[config.mk]
export PLATFORM = sky130hd
export DESIGN_NAME = switch_allocator_flat
export DESIGN_NICKNAME = d
export VERILOG_FILES = /design/src/rtl/switch_allocator_pkg.sv /design/src/rtl/switch_allocator_if.sv /design/src/rtl/switch_allocator_rr_arbiter.sv /design/src/rtl/switch_allocator.sv /design/src/flat_wrapper.sv
export SDC_FILE = /design/constraint.sdc
export NUM_CORES = 1
export LEC_CHECK = 0
export BUFFER_PORTS_ARGS = -buffer_cell sky130_fd_sc_hd__buf_2
export CORE_MARGIN = 2
export CORE_UTILIZATION = 50
export CTS_CLUSTER_DIAMETER = 40
export DETAILED_ROUTE_END_ITERATION = 16
export PLACE_DENSITY = 0.71
export SKIP_LAST_GASP = 1
export SLEW_MARGIN = 20
export SYNTH_ARGS = -nofsm -noshare
export SYNTH_HDL_FRONTEND = slang
export SYNTH_SLANG_ARGS = --single-unit
[constraint.sdc]
create_clock -name clk -period 5.6 [get_ports clk]
set_clock_uncertainty 0.1 [all_clocks]
set_input_delay 0.56 -clock clk [delete_from_list [all_inputs] [get_ports clk]]
set_output_delay 0.56 -clock clk [all_outputs]
set_load 0.05 [all_outputs]
[src/rtl/switch_allocator_pkg.sv]
// Shared NoC router types: port and flit-label encodings plus label helpers.
package noc_params;

    localparam int unsigned PORT_NUM  = 5;
    localparam int unsigned PORT_SIZE = $clog2(PORT_NUM);

    typedef enum logic [PORT_SIZE-1:0] {
        LOCAL,
        NORTH,
        SOUTH,
        WEST,
        EAST
    } port_t;

    typedef enum logic [1:0] {
        HEAD,
        BODY,
        TAIL,
        HEADTAIL
    } flit_label_t;

    function automatic logic is_head(flit_label_t label);
        return (label == HEAD) || (label == HEADTAIL);
    endfunction

    function automatic logic is_body_tail(flit_label_t label);
        return (label == BODY) || (label == TAIL);
    endfunction

endpackage

[src/rtl/switch_allocator_if.sv]
// Input-port / crossbar side bundle of the switch allocator.
interface switch_allocator_if;
    import noc_params::*;

    logic [PORT_NUM-1:0]                 req_i;
    port_t                               out_port_i   [PORT_NUM];
    flit_label_t                         flit_label_i [PORT_NUM];
    logic [PORT_NUM-1:0]                 credit_i;
    logic [PORT_NUM-1:0]                 grant_o;
    logic [PORT_NUM-1:0][PORT_SIZE-1:0]  xbar_sel_o;
    logic [PORT_NUM-1:0]                 xbar_valid_o;

    modport master (
        output req_i, out_port_i, flit_label_i, credit_i,
        input  grant_o, xbar_sel_o, xbar_valid_o
    );

    modport slave (
        input  req_i, out_port_i, flit_label_i, credit_i,
        output grant_o, xbar_sel_o, xbar_valid_o
    );

endinterface

[src/rtl/switch_allocator_rr_arbiter.sv]
// Per-output arbiter: round-robin when SWITCH_ALLOC_RR_EN is defined,
// otherwise fixed priority (lowest index wins, no pointer state).
module round_robin_arbiter
    import noc_params::*;
(
    input  logic                clk,
    input  logic                rst,
    input  logic [PORT_NUM-1:0] req_i,
    input  logic                upd_i,
    output logic [PORT_NUM-1:0] gnt_o
);

`ifdef SWITCH_ALLOC_RR_EN
    logic [PORT_SIZE-1:0] ptr_q, ptr_d;
    logic                 found;

    // Search starts at the pointer; pointer moves past the winner on update.
    always_comb begin
        gnt_o = '0;
        ptr_d = ptr_q;
        found = 1'b0;
        for (int k = 0; k < int'(PORT_NUM); k++) begin
            int idx;
            idx = (int'(ptr_q) + k) % int'(PORT_NUM);
            if (!found && req_i[idx]) begin
                found      = 1'b1;
                gnt_o[idx] = 1'b1;
                if (upd_i) begin
                    ptr_d = PORT_SIZE'((idx + 1) % int'(PORT_NUM));
                end
            end
        end
    end

    always_ff @(posedge clk or posedge rst) begin
        if (rst) begin
            ptr_q <= '0;
        end else begin
            ptr_q <= ptr_d;
        end
    end
`else
    logic found;
    logic unused_ok;

    assign unused_ok = ^{clk, rst, upd_i};

    always_comb begin
        gnt_o = '0;
        found = 1'b0;
        for (int k = 0; k < int'(PORT_NUM); k++) begin
            if (!found && req_i[k]) begin
                found    = 1'b1;
                gnt_o[k] = 1'b1;
            end
        end
    end
`endif

endmodule

[src/rtl/switch_allocator.sv]
// Wormhole switch allocator: per-output lock, credit tracking and arbitration.
// Optional round-robin arbitration via SWITCH_ALLOC_RR_EN (fixed priority otherwise).
module switch_allocator
    import noc_params::*;
#(
    parameter int unsigned BUFFER_SIZE = 8
) (
    input  logic               clk,
    input  logic               rst,
    switch_allocator_if.slave  sa
);

    localparam int unsigned         CRED_W   = $clog2(BUFFER_SIZE + 1);
    localparam logic [CRED_W-1:0]   CRED_MAX = CRED_W'(BUFFER_SIZE);

    logic [PORT_NUM-1:0]   locked_q, locked_d;
    logic [PORT_SIZE-1:0]  owner_q  [PORT_NUM];
    logic [PORT_SIZE-1:0]  owner_d  [PORT_NUM];
    logic [CRED_W-1:0]     credit_q [PORT_NUM];
    logic [CRED_W-1:0]     credit_d [PORT_NUM];

    logic [PORT_NUM-1:0]   arb_req_c [PORT_NUM];
    logic [PORT_NUM-1:0]   arb_gnt_c [PORT_NUM];
    logic [PORT_NUM-1:0]   arb_upd_c;
    logic [PORT_NUM-1:0]   out_gnt_c;
    logic [PORT_SIZE-1:0]  out_src_c [PORT_NUM];

    // Head-flit candidates per output; only idle outputs with credit arbitrate.
    always_comb begin
        for (int o = 0; o < int'(PORT_NUM); o++) begin
            arb_req_c[o] = '0;
            for (int i = 0; i < int'(PORT_NUM); i++) begin
                if (sa.req_i[i] && (sa.out_port_i[i] == PORT_SIZE'(o))
                    && is_head(sa.flit_label_i[i])) begin
                    arb_req_c[o][i] = 1'b1;
                end
            end
            if (locked_q[o] || (credit_q[o] == '0)) begin
                arb_req_c[o] = '0;
            end
        end
    end

    for (genvar g = 0; g < int'(PORT_NUM); g++) begin : g_arb
        round_robin_arbiter u_arb (
            .clk   (clk),
            .rst   (rst),
            .req_i (arb_req_c[g]),
            .upd_i (arb_upd_c[g]),
            .gnt_o (arb_gnt_c[g])
        );
    end

    // Allocation: locked outputs serve only their owner's BODY/TAIL flits.
    always_comb begin
        out_gnt_c = '0;
        arb_upd_c = '0;
        for (int o = 0; o < int'(PORT_NUM); o++) begin
            out_src_c[o] = '0;
            if (locked_q[o]) begin
                if (sa.req_i[owner_q[o]]
                    && (sa.out_port_i[owner_q[o]] == PORT_SIZE'(o))
                    && is_body_tail(sa.flit_label_i[owner_q[o]])
                    && (credit_q[o] != '0)) begin
                    out_gnt_c[o] = 1'b1;
                    out_src_c[o] = owner_q[o];
                end
            end else begin
                for (int i = 0; i < int'(PORT_NUM); i++) begin
                    if (arb_gnt_c[o][i]) begin
                        out_gnt_c[o] = 1'b1;
                        out_src_c[o] = PORT_SIZE'(i);
                        arb_upd_c[o] = 1'b1;
                    end
                end
            end
        end
    end

    // Outputs are forced low while reset is asserted.
    always_comb begin
        sa.grant_o      = '0;
        sa.xbar_sel_o   = '0;
        sa.xbar_valid_o = '0;
        if (!rst) begin
            for (int o = 0; o < int'(PORT_NUM); o++) begin
                if (out_gnt_c[o]) begin
                    sa.grant_o[out_src_c[o]] = 1'b1;
                    sa.xbar_sel_o[o]         = out_src_c[o];
                    sa.xbar_valid_o[o]       = 1'b1;
                end
            end
        end
    end

    // Lock and credit next state.
    always_comb begin
        locked_d = locked_q;
        for (int o = 0; o < int'(PORT_NUM); o++) begin
            owner_d[o]  = owner_q[o];
            credit_d[o] = credit_q[o];
            if (out_gnt_c[o]) begin
                if (!locked_q[o] && (sa.flit_label_i[out_src_c[o]] == HEAD)) begin
                    locked_d[o] = 1'b1;
                    owner_d[o]  = out_src_c[o];
                end else if (locked_q[o] && (sa.flit_label_i[out_src_c[o]] == TAIL)) begin
                    locked_d[o] = 1'b0;
                end
            end
            case ({out_gnt_c[o], sa.credit_i[o]})
                2'b10:   credit_d[o] = credit_q[o] - CRED_W'(1);
                2'b01:   credit_d[o] = (credit_q[o] == CRED_MAX) ? CRED_MAX
                                                                 : credit_q[o] + CRED_W'(1);
                default: credit_d[o] = credit_q[o];
            endcase
        end
    end

    always_ff @(posedge clk or posedge rst) begin
        if (rst) begin
            locked_q <= '0;
            for (int o = 0; o < int'(PORT_NUM); o++) begin
                owner_q[o]  <= '0;
                credit_q[o] <= CRED_MAX;
            end
        end else begin
            locked_q <= locked_d;
            for (int o = 0; o < int'(PORT_NUM); o++) begin
                owner_q[o]  <= owner_d[o];
                credit_q[o] <= credit_d[o];
            end
        end
    end

    // Protocol checks: credit overflow, stray BODY/TAIL, HEAD from a locked owner.
    always @(posedge clk) begin
        if (!rst) begin
            for (int o = 0; o < int'(PORT_NUM); o++) begin
                assert (!(sa.credit_i[o] && !out_gnt_c[o] && (credit_q[o] == CRED_MAX)))
                    else $warning("switch_allocator: credit overflow on output %0d", o);
            end
            for (int i = 0; i < int'(PORT_NUM); i++) begin
                if (sa.req_i[i]) begin
                    assert (!(!locked_q[sa.out_port_i[i]] && is_body_tail(sa.flit_label_i[i])))
                        else $warning("switch_allocator: BODY/TAIL from input %0d to idle output", i);
                    assert (!(locked_q[sa.out_port_i[i]]
                              && (owner_q[sa.out_port_i[i]] == PORT_SIZE'(i))
                              && is_head(sa.flit_label_i[i])))
                        else $warning("switch_allocator: HEAD from owner input %0d while locked", i);
                end
            end
        end
    end

endmodule

[src/flat_wrapper.sv]
// flat-port wrapper written by rule: the top's interface ports become plain ports
module switch_allocator_flat import noc_params::*;
#(
    parameter int unsigned BUFFER_SIZE = 8
)
  (clk, rst, sa_req_i, sa_out_port_i, sa_flit_label_i, sa_credit_i, sa_grant_o, sa_xbar_sel_o, sa_xbar_valid_o);
  switch_allocator_if sa_i ();
  input  logic clk;
  input  logic rst;
  input wire logic [$bits(sa_i.req_i)-1:0] sa_req_i;
  input wire logic [$bits(sa_i.out_port_i)-1:0] sa_out_port_i;
  input wire logic [$bits(sa_i.flit_label_i)-1:0] sa_flit_label_i;
  input wire logic [$bits(sa_i.credit_i)-1:0] sa_credit_i;
  output wire logic [$bits(sa_i.grant_o)-1:0] sa_grant_o;
  output wire logic [$bits(sa_i.xbar_sel_o)-1:0] sa_xbar_sel_o;
  output wire logic [$bits(sa_i.xbar_valid_o)-1:0] sa_xbar_valid_o;
  assign sa_i.req_i = sa_req_i;
  assign sa_i.out_port_i = {>>{sa_out_port_i}};
  assign sa_i.flit_label_i = {>>{sa_flit_label_i}};
  assign sa_i.credit_i = sa_credit_i;
  assign sa_grant_o = sa_i.grant_o;
  assign sa_xbar_sel_o = sa_i.xbar_sel_o;
  assign sa_xbar_valid_o = sa_i.xbar_valid_o;
  switch_allocator #(.BUFFER_SIZE(BUFFER_SIZE)) u_core (.clk(clk), .rst(rst), .sa(sa_i));
endmodule
==> results of run 1 <==
==> through the flow <==
stage	area, µm²	setup WS (ps)	instances
after floorplan	4320	1690	513
after global placement	4690	1690	670
after detailed placement	4690	1670	670
after CTS	4820	1630	678
after global routing	4820	1360	678
final	4820	1590	678
==> sequential cells by signal, summed over array words and instances, names as in the netlist <==
signal / flops
u_core.credit_q: 20
u_core.owner_q: 15
u_core.locked_q: 5
==> metal layers <==
layer,vias up,global-route usage,share of wire
met5,-,0,0
met3,24,0.0303,0.074
met2,213,0.407,0.45
met4,0,0.0878,0.023
met1,2063,0.375,0.45
li1,2067,-,-
==> cells by family (layout without fill, tap and decap cells) <==
kind of cell | count (synthesis) | count (layout) | synth area share
XOR/XNOR | 20 | 20 | 0.0510
multiplexers | 25 | 25 | 0.0640
adder cells (fa/ha/maj) | 15 | 15 | 0.0434
AO/OA/AOI/OAI | 153 | 153 | 0.263
buffers and inverters | 40 | 100 | 0.0460
flip-flops | 40 | 40 | 0.233
AND/OR/NAND/NOR | 220 | 220 | 0.299
==> final timing paths <==
| path | cells after the start | startpoint | slack (ps) | end |
|---|---|---|---|---|
| hold / removal | 1 | u_core.credit_q[3]$_DFFE_PP1P_ | 430 | u_core.credit_q[3]$_DFFE_PP1P_ |
| min in group asynchronous | 3 | rst | 470 | u_core.owner_q[12]$_DFFE_PP0P_ |
| setup / recovery | 9 | sa_out_port_i[12] | 1590 | sa_grant_o[0] |
| setup reg to reg | 10 | u_core.credit_q[8]$_DFFE_PP0P_ | 2090 | u_core.owner_q[8]$_DFFE_PP0P_ |
| hold reg to reg | 1 | u_core.credit_q[3]$_DFFE_PP1P_ | 430 | u_core.credit_q[3]$_DFFE_PP1P_ |
| max in group asynchronous | 3 | rst | 4540 | u_core.credit_q[11]$_DFFE_PP1P_ |
==> power by group through the flow <==
stage | sequential (W) | combinational [W] | clock [W]
2_1_floorplan | 0.000548 | 0.000854 | 0
3_3_place_gp | 0.000580 | 0.00103 | 0
3_5_place_dp | 0.000588 | 0.00106 | 0
4_1_cts | 0.000583 | 0.00107 | 0.000288
5_1_grt | 0.000609 | 0.00119 | 0.000301
6_report | 0.000587 | 0.00107 | 0.000281
==> placed cells by master, fill, tap and decap left out, types with 4 or more instances in the layout <==
| cell type | Yosys | final |
|---|---|---|
| and3_1 | 4 | 4 |
| and4b_1 | 4 | 4 |
| a21oi_1 | 30 | 30 |
| a21o_1 | 11 | 11 |
| or3b_2 | 5 | 5 |
| o21a_1 | 7 | 7 |
| nor4_1 | 4 | 4 |
| a32o_1 | 4 | 4 |
| inv_1 | 28 | 28 |
| or2_2 | 7 | 7 |
| nand3_1 | 12 | 12 |
| nor2_1 | 42 | 42 |
| dfstp_2 | 5 | 5 |
| o21ai_0 | 24 | 24 |
| o22ai_1 | 5 | 5 |
| nand4bb_1 | 6 | 6 |
| nor3_1 | 19 | 19 |
| or3_1 | 4 | 4 |
| mux2i_1 | 13 | 13 |
| nand2b_1 | 7 | 7 |
| a22oi_1 | 5 | 5 |
| o211ai_1 | 5 | 5 |
| dfrtp_1 | 35 | 35 |
| ha_1 | 15 | 15 |
| or4_1 | 8 | 8 |
| nand2_1 | 36 | 36 |
| nand4_1 | 12 | 12 |
| xor2_1 | 12 | 12 |
| mux2_2 | 9 | 9 |
| buf_2 | 3 | 61 |
| and2_1 | 4 | 4 |
| nor3b_1 | 8 | 8 |
| o31ai_1 | 8 | 8 |
| a31oi_1 | 8 | 8 |
| nor2b_1 | 16 | 16 |
| clkbuf_8 | 1 | 5 |
| nor4bb_1 | 4 | 4 |
==> worst max-delay path, cell delays in order <==
cell	delay, ps
buf_2	130
nor4bb_1	690
a211oi_1	210
nand2_1	120
a2bb2oi_1	570
a22oi_4	130
or3b_2	490
a31oi_1	160
buf_2	290
==> final cells by class <==
type	count	area, µm²	share of cell area
multi-input combinational	433	3120	0.646
sequential	40	1010	0.209
timing repair buffer	64	328	0.0680
tap	105	131	0.0273
inverter	28	105	0.0218
clock buffer	6	72.6	0.0151
clock inverter	2	60.1	0.0125
==> flow_metrics.py, run 1 <==
metrics = {
    "final_layout": {
        "final_core_util": 0.581,
        "fillers": 772,
        "areaGrowthSynthToFinish_pct": 11.5,
        "diodes": 0,
        "drive_gt1_frac": 0.232,
        "fin_nets": 624,
    },
    "cts": {
        "clk_latency_ps": 300,
        "htreeDepth": 2,
        "cts_root_buffer": "clkbuf_8",
        "clkSinkCount": 40,
        "cts_tree": "built",
        "hold_buffers": 0,
        "clkTransAtPathRegs_ps": 80,
        "clk_path_buf_depth": 2,
        "ctsResizeCount": 0,
        "cts_made_buffers": 5,
        "cts_setup_buffers": 0,
    },
    "yosys": {
        "synth_nets": 565,
        "yosysMostFrequentCell": "nor2_1",
        "yosysUniqueCellTypes": 91,
        "yosys.area.top_type": "dfrtp_1",
        "synth_edf_count": 0,
        "ys_seq_elements": 40,
        "synth_common_cells": "nor2_1, nand2_1, dfrtp_1",
        "synth_flop_cell": "dfrtp_1",
        "postSynthCellCount": 513,
        "synth_top_area_frac": 0.203,
        "ys_warn_count": 0,
        "ys_seq_area_frac": 0.233,
        "synth_area_leaders": "dfrtp_1, ha_1, nor2_1, a21oi_1, nand2_1",
        "synthArstFlopShare": 1.00,
        "syn-cell-area_um2": 4320,
        "syn_area_per_cell_um2": 8.42,
    },
    "pwr": {
        "p_leak_nw": 2.18,
        "comb_power_share": 0.553,
        "switching_share": 0.460,
        "p_total_w": 0.00194,
        "power_frac_clock": 0.145,
        "pwr-share-seq": 0.302,
        "p_int_w": 0.00105,
        "switchingPower_w": 0.000894,
        "peakVddDrop_v": 0.000204,
        "pwr_density_cell_nw_per_um2": 403,
    },
    "job": {
        "max_cap_violations": 0,
    },
    "setup_path": {
        "crit_type": "in2out",
        "worstPathRequired_ps": 4940,
        "path_max_fanout": 7,
        "arrival_ps": 3350,
        "startpoint_type": "input port",
        "endpoint_kind": "output port",
    },
    "floorplanning": {
        "ios": 62,
        "die-area_um2": 9400,
        "core_um2": 8300,
        "start_util": 0.521,
        "die_h_um": 97.0,
        "chipWidth_um": 97.0,
        "rows": 33,
    },
    "global_route": {
        "grt_pass1_vias": 4066,
        "grt_overflow": 0,
        "grt_pass1_wl_um": 20200,
        "antenna_found_initial": 0,
        "grt_start_max_net_pins": 41,
        "grt_use_total": 0.261,
    },
    "timing": {
        "final.min_clock_period_ps": 4010,
        "setup_tns_ps": 0,
        "rsz0062_at_grt": "no",
        "min_period_over_period": 0.715,
        "hold_ws_ps": 433,
        "slew_headroom": 0.461,
        "drv_slew": 0,
        "max_freq_mhz": 250,
        "worst_pin_slew_ps": 797,
        "setup_viol": 0,
        "hold_viol": 0,
    },
    "detailed_routing": {
        "drt-pass1-iter-count": 5,
        "final_antenna_net_count": 0,
        "drt_wl_total_um": 12600,
        "vias": 4367,
        "wl_per_cell_um": 18.5,
        "route.detailed.drc": 0,
        "drtIter0Drc": 263,
        "vias_per_cell": 6.44,
    },
    "placement": {
        "hpwl_um": 9750,
        "buffer_ports.inserted": 61,
        "gp_congestion": 0.966,
    },
    "min_path": {
        "hp-class": "reg2reg",
    },
    "outcome": {
        "status": "finished, final reports clean",
    },
}
Note: power is estimated with default switching activity, not from simulation.
==> run 2, diff against run 1 <==
- clock period: 5.6 -> 3.8 ns (I/O delays scaled with it)
==> run 2 against run 1 <==
  * Register-to-register slack got worse by 1600 ps
  * Utilization up 1.8 points
  * Cell count rose by 2.8%
  * Global-route usage rose by 1.5 points
  * Final area up 3.1%
  * Sequential share of layout area decreased by 0.63 points
  * Combinational power grew 52%
  * Die area unchanged
  * Total power increased by 49%
  * Sequential power is 49% higher
  * Clock power is 40% higher
  * Non-clock buffer count increased by 19
  * Critical endpoint unchanged
  * Largest power group unchanged
==> flow_metrics.py, run 2 (synthesis results as in run 1) <==
metrics = {
    "outcome": {
        "status": "finished, final reports clean",
    },
    "floorplanning": {
        "ios": 62,
        "rows": 33,
        "die_h_um": 97.0,
        "start_util": 0.521,
        "core_um2": 8300,
        "chipWidth_um": 97.0,
        "die-area_um2": 9400,
    },
    "placement": {
        "hpwl_um": 10000,
        "gp_congestion": 0.960,
        "dpl.cell_count": 689,
        "buffer_ports.inserted": 61,
    },
    "detailed_routing": {
        "drtIter0Drc": 372,
        "drt_wl_total_um": 12800,
        "drt-pass1-iter-count": 5,
        "final_antenna_net_count": 0,
        "vias_per_cell": 6.39,
        "route.detailed.drc": 0,
        "wl_per_cell_um": 18.3,
        "vias": 4453,
    },
    "timing": {
        "final.min_clock_period_ps": 3640,
        "worst_pin_slew_ps": 856,
        "rsz0062_at_grt": "no",
        "min_period_over_period": 0.958,
        "setup_viol": 0,
        "hold_viol": 0,
        "max_freq_mhz": 275,
        "drv_slew": 0,
        "slew_headroom": 0.429,
        "setup_tns_ps": 0,
    },
    "global_route": {
        "grt_pass1_vias": 4333,
        "antenna_found_initial": 0,
        "grt_overflow": 0,
        "grt_use_total": 0.276,
        "grt_pass1_wl_um": 21400,
        "grt_start_max_net_pins": 23,
    },
    "cts": {
        "cts_tree": "built",
        "cts_made_buffers": 5,
        "cts_setup_buffers": 0,
        "clkTransAtPathRegs_ps": 80,
        "ctsResizeCount": 0,
        "cts_root_buffer": "clkbuf_8",
        "clk_latency_ps": 300,
        "hold_buffers": 0,
        "clk_path_buf_depth": 2,
        "htreeDepth": 2,
        "clkSinkCount": 40,
    },
    "pwr": {
        "p_total_w": 0.00289,
        "p_leak_nw": 2.28,
        "peakVddDrop_v": 0.000347,
        "pwr_density_cell_nw_per_um2": 582,
    },
    "setup_path": {
        "crit_type": "reg2out",
        "worstPathRequired_ps": 3320,
        "critPathBufInv": 2,
        "arrival_ps": 3160,
        "max_stage_delay_ps": 480,
        "path_max_fanout": 6,
        "startpoint_type": "flop",
        "worstPathCellList": "inv_1, ha_1, or3b_2, and3_1, a32o_1, nor3_1, a221oi_1, a31oi_1, buf_2",
        "cp_top_family": "simple AND/OR/NAND/NOR gates",
        "endpoint_kind": "output port",
        "crit_slowest_cell": "or3b_2",
    },
    "final_layout": {
        "final_common_cell": "buf_2",
        "regMostFlops": "u_core.credit_q",
        "drive_gt1_frac": 0.258,
        "areaGrowthSynthToFinish_pct": 15.0,
        "diodes": 0,
        "instances_no_fill": 697,
        "final_core_util": 0.599,
        "layout_common_cells": "buf_2, nor2_1, nand2_1, dfrtp_1, a21oi_1",
        "fin_nets": 643,
        "largestRegisters": "u_core.credit_q: 20 flops, u_core.owner_q: 15 flops, u_core.locked_q: 5 flops",
        "largest_register_ffs": 20,
    },
    "min_path": {
        "hp-class": "in2async",
    },
    "job": {
        "max_cap_violations": 0,
    },
}
## run 2: layout make-up
cell class                 count  area (µm²)
sequential                    40        1010
timing repair buffer          83         483
multi-input combinational    433        3120
tap                          105         131
fill                         729        3330
inverter                      28         105
clock buffer                   7        96.3
clock inverter                 1        30.0
## run 2: per-stage QoR
| stage | hold WS [ps] | setup slack [ps] | instance area, µm² |
|---|---|---|---|
| global placement | 419 | 303 | 4840 |
| CTS | 343 | 190 | 4970 |
| global route | 410 | 2.25 | 4970 |
| detailed placement | 422 | 253 | 4840 |
| floorplan | 395 | 252 | 4320 |
| finish | 314 | 159 | 4970 |
## run 2: path summary, 6_finish.rpt
| kind | start | endpoint | slack (ps) | cells past startpoint |
|---|---|---|---|---|
| setup / recovery | u_core.credit_q[0]$_DFFE_PP0P_ | sa_grant_o[0] | 160 | 9 |
| hold / removal | rst | u_core.owner_q[13]$_DFFE_PP0P_ | 310 | 2 |
| setup reg to reg | u_core.credit_q[8]$_DFFE_PP0P_ | u_core.owner_q[8]$_DFFE_PP0P_ | 470 | 11 |
| hold reg to reg | u_core.credit_q[7]$_DFFE_PP1P_ | u_core.credit_q[7]$_DFFE_PP1P_ | 440 | 1 |
| max in group asynchronous | rst | u_core.credit_q[3]$_DFFE_PP1P_ | 2430 | 3 |
| min in group clk | sa_credit_i[1] | u_core.credit_q[14]$_DFFE_PP0P_ | 420 | 3 |
## run 2: worst register-to-register path: stages, from the launching register on
cell	delay, ps
dfrtp_1	430
inv_1	80
ha_1	190
nor3b_2	400
a211oi_1	110
a21boi_2	190
a41oi_2	340
buf_4	230
mux2i_1	180
o211ai_1	130
a2111oi_4	500
mux2_4	340
## run 2: power breakdown
part	internal, W	leakage [nW]	switching, W
registers	0.000634	0.499	0.000239
clock network	0.000232	0.0645	0.000160
logic	0.000684	1.72	0.000946
## run 2: routing by layer
| layer | wire length [µm] | part of all wire | global-route usage |
|---|---|---|---|
| met3 | 1030 | 0.080 | 0.0470 |
| met4 | 286 | 0.022 | 0.0845 |
| met1 | 5680 | 0.44 | 0.383 |
| met2 | 5780 | 0.45 | 0.441 |
| met5 | 0 | 0 | 0 |
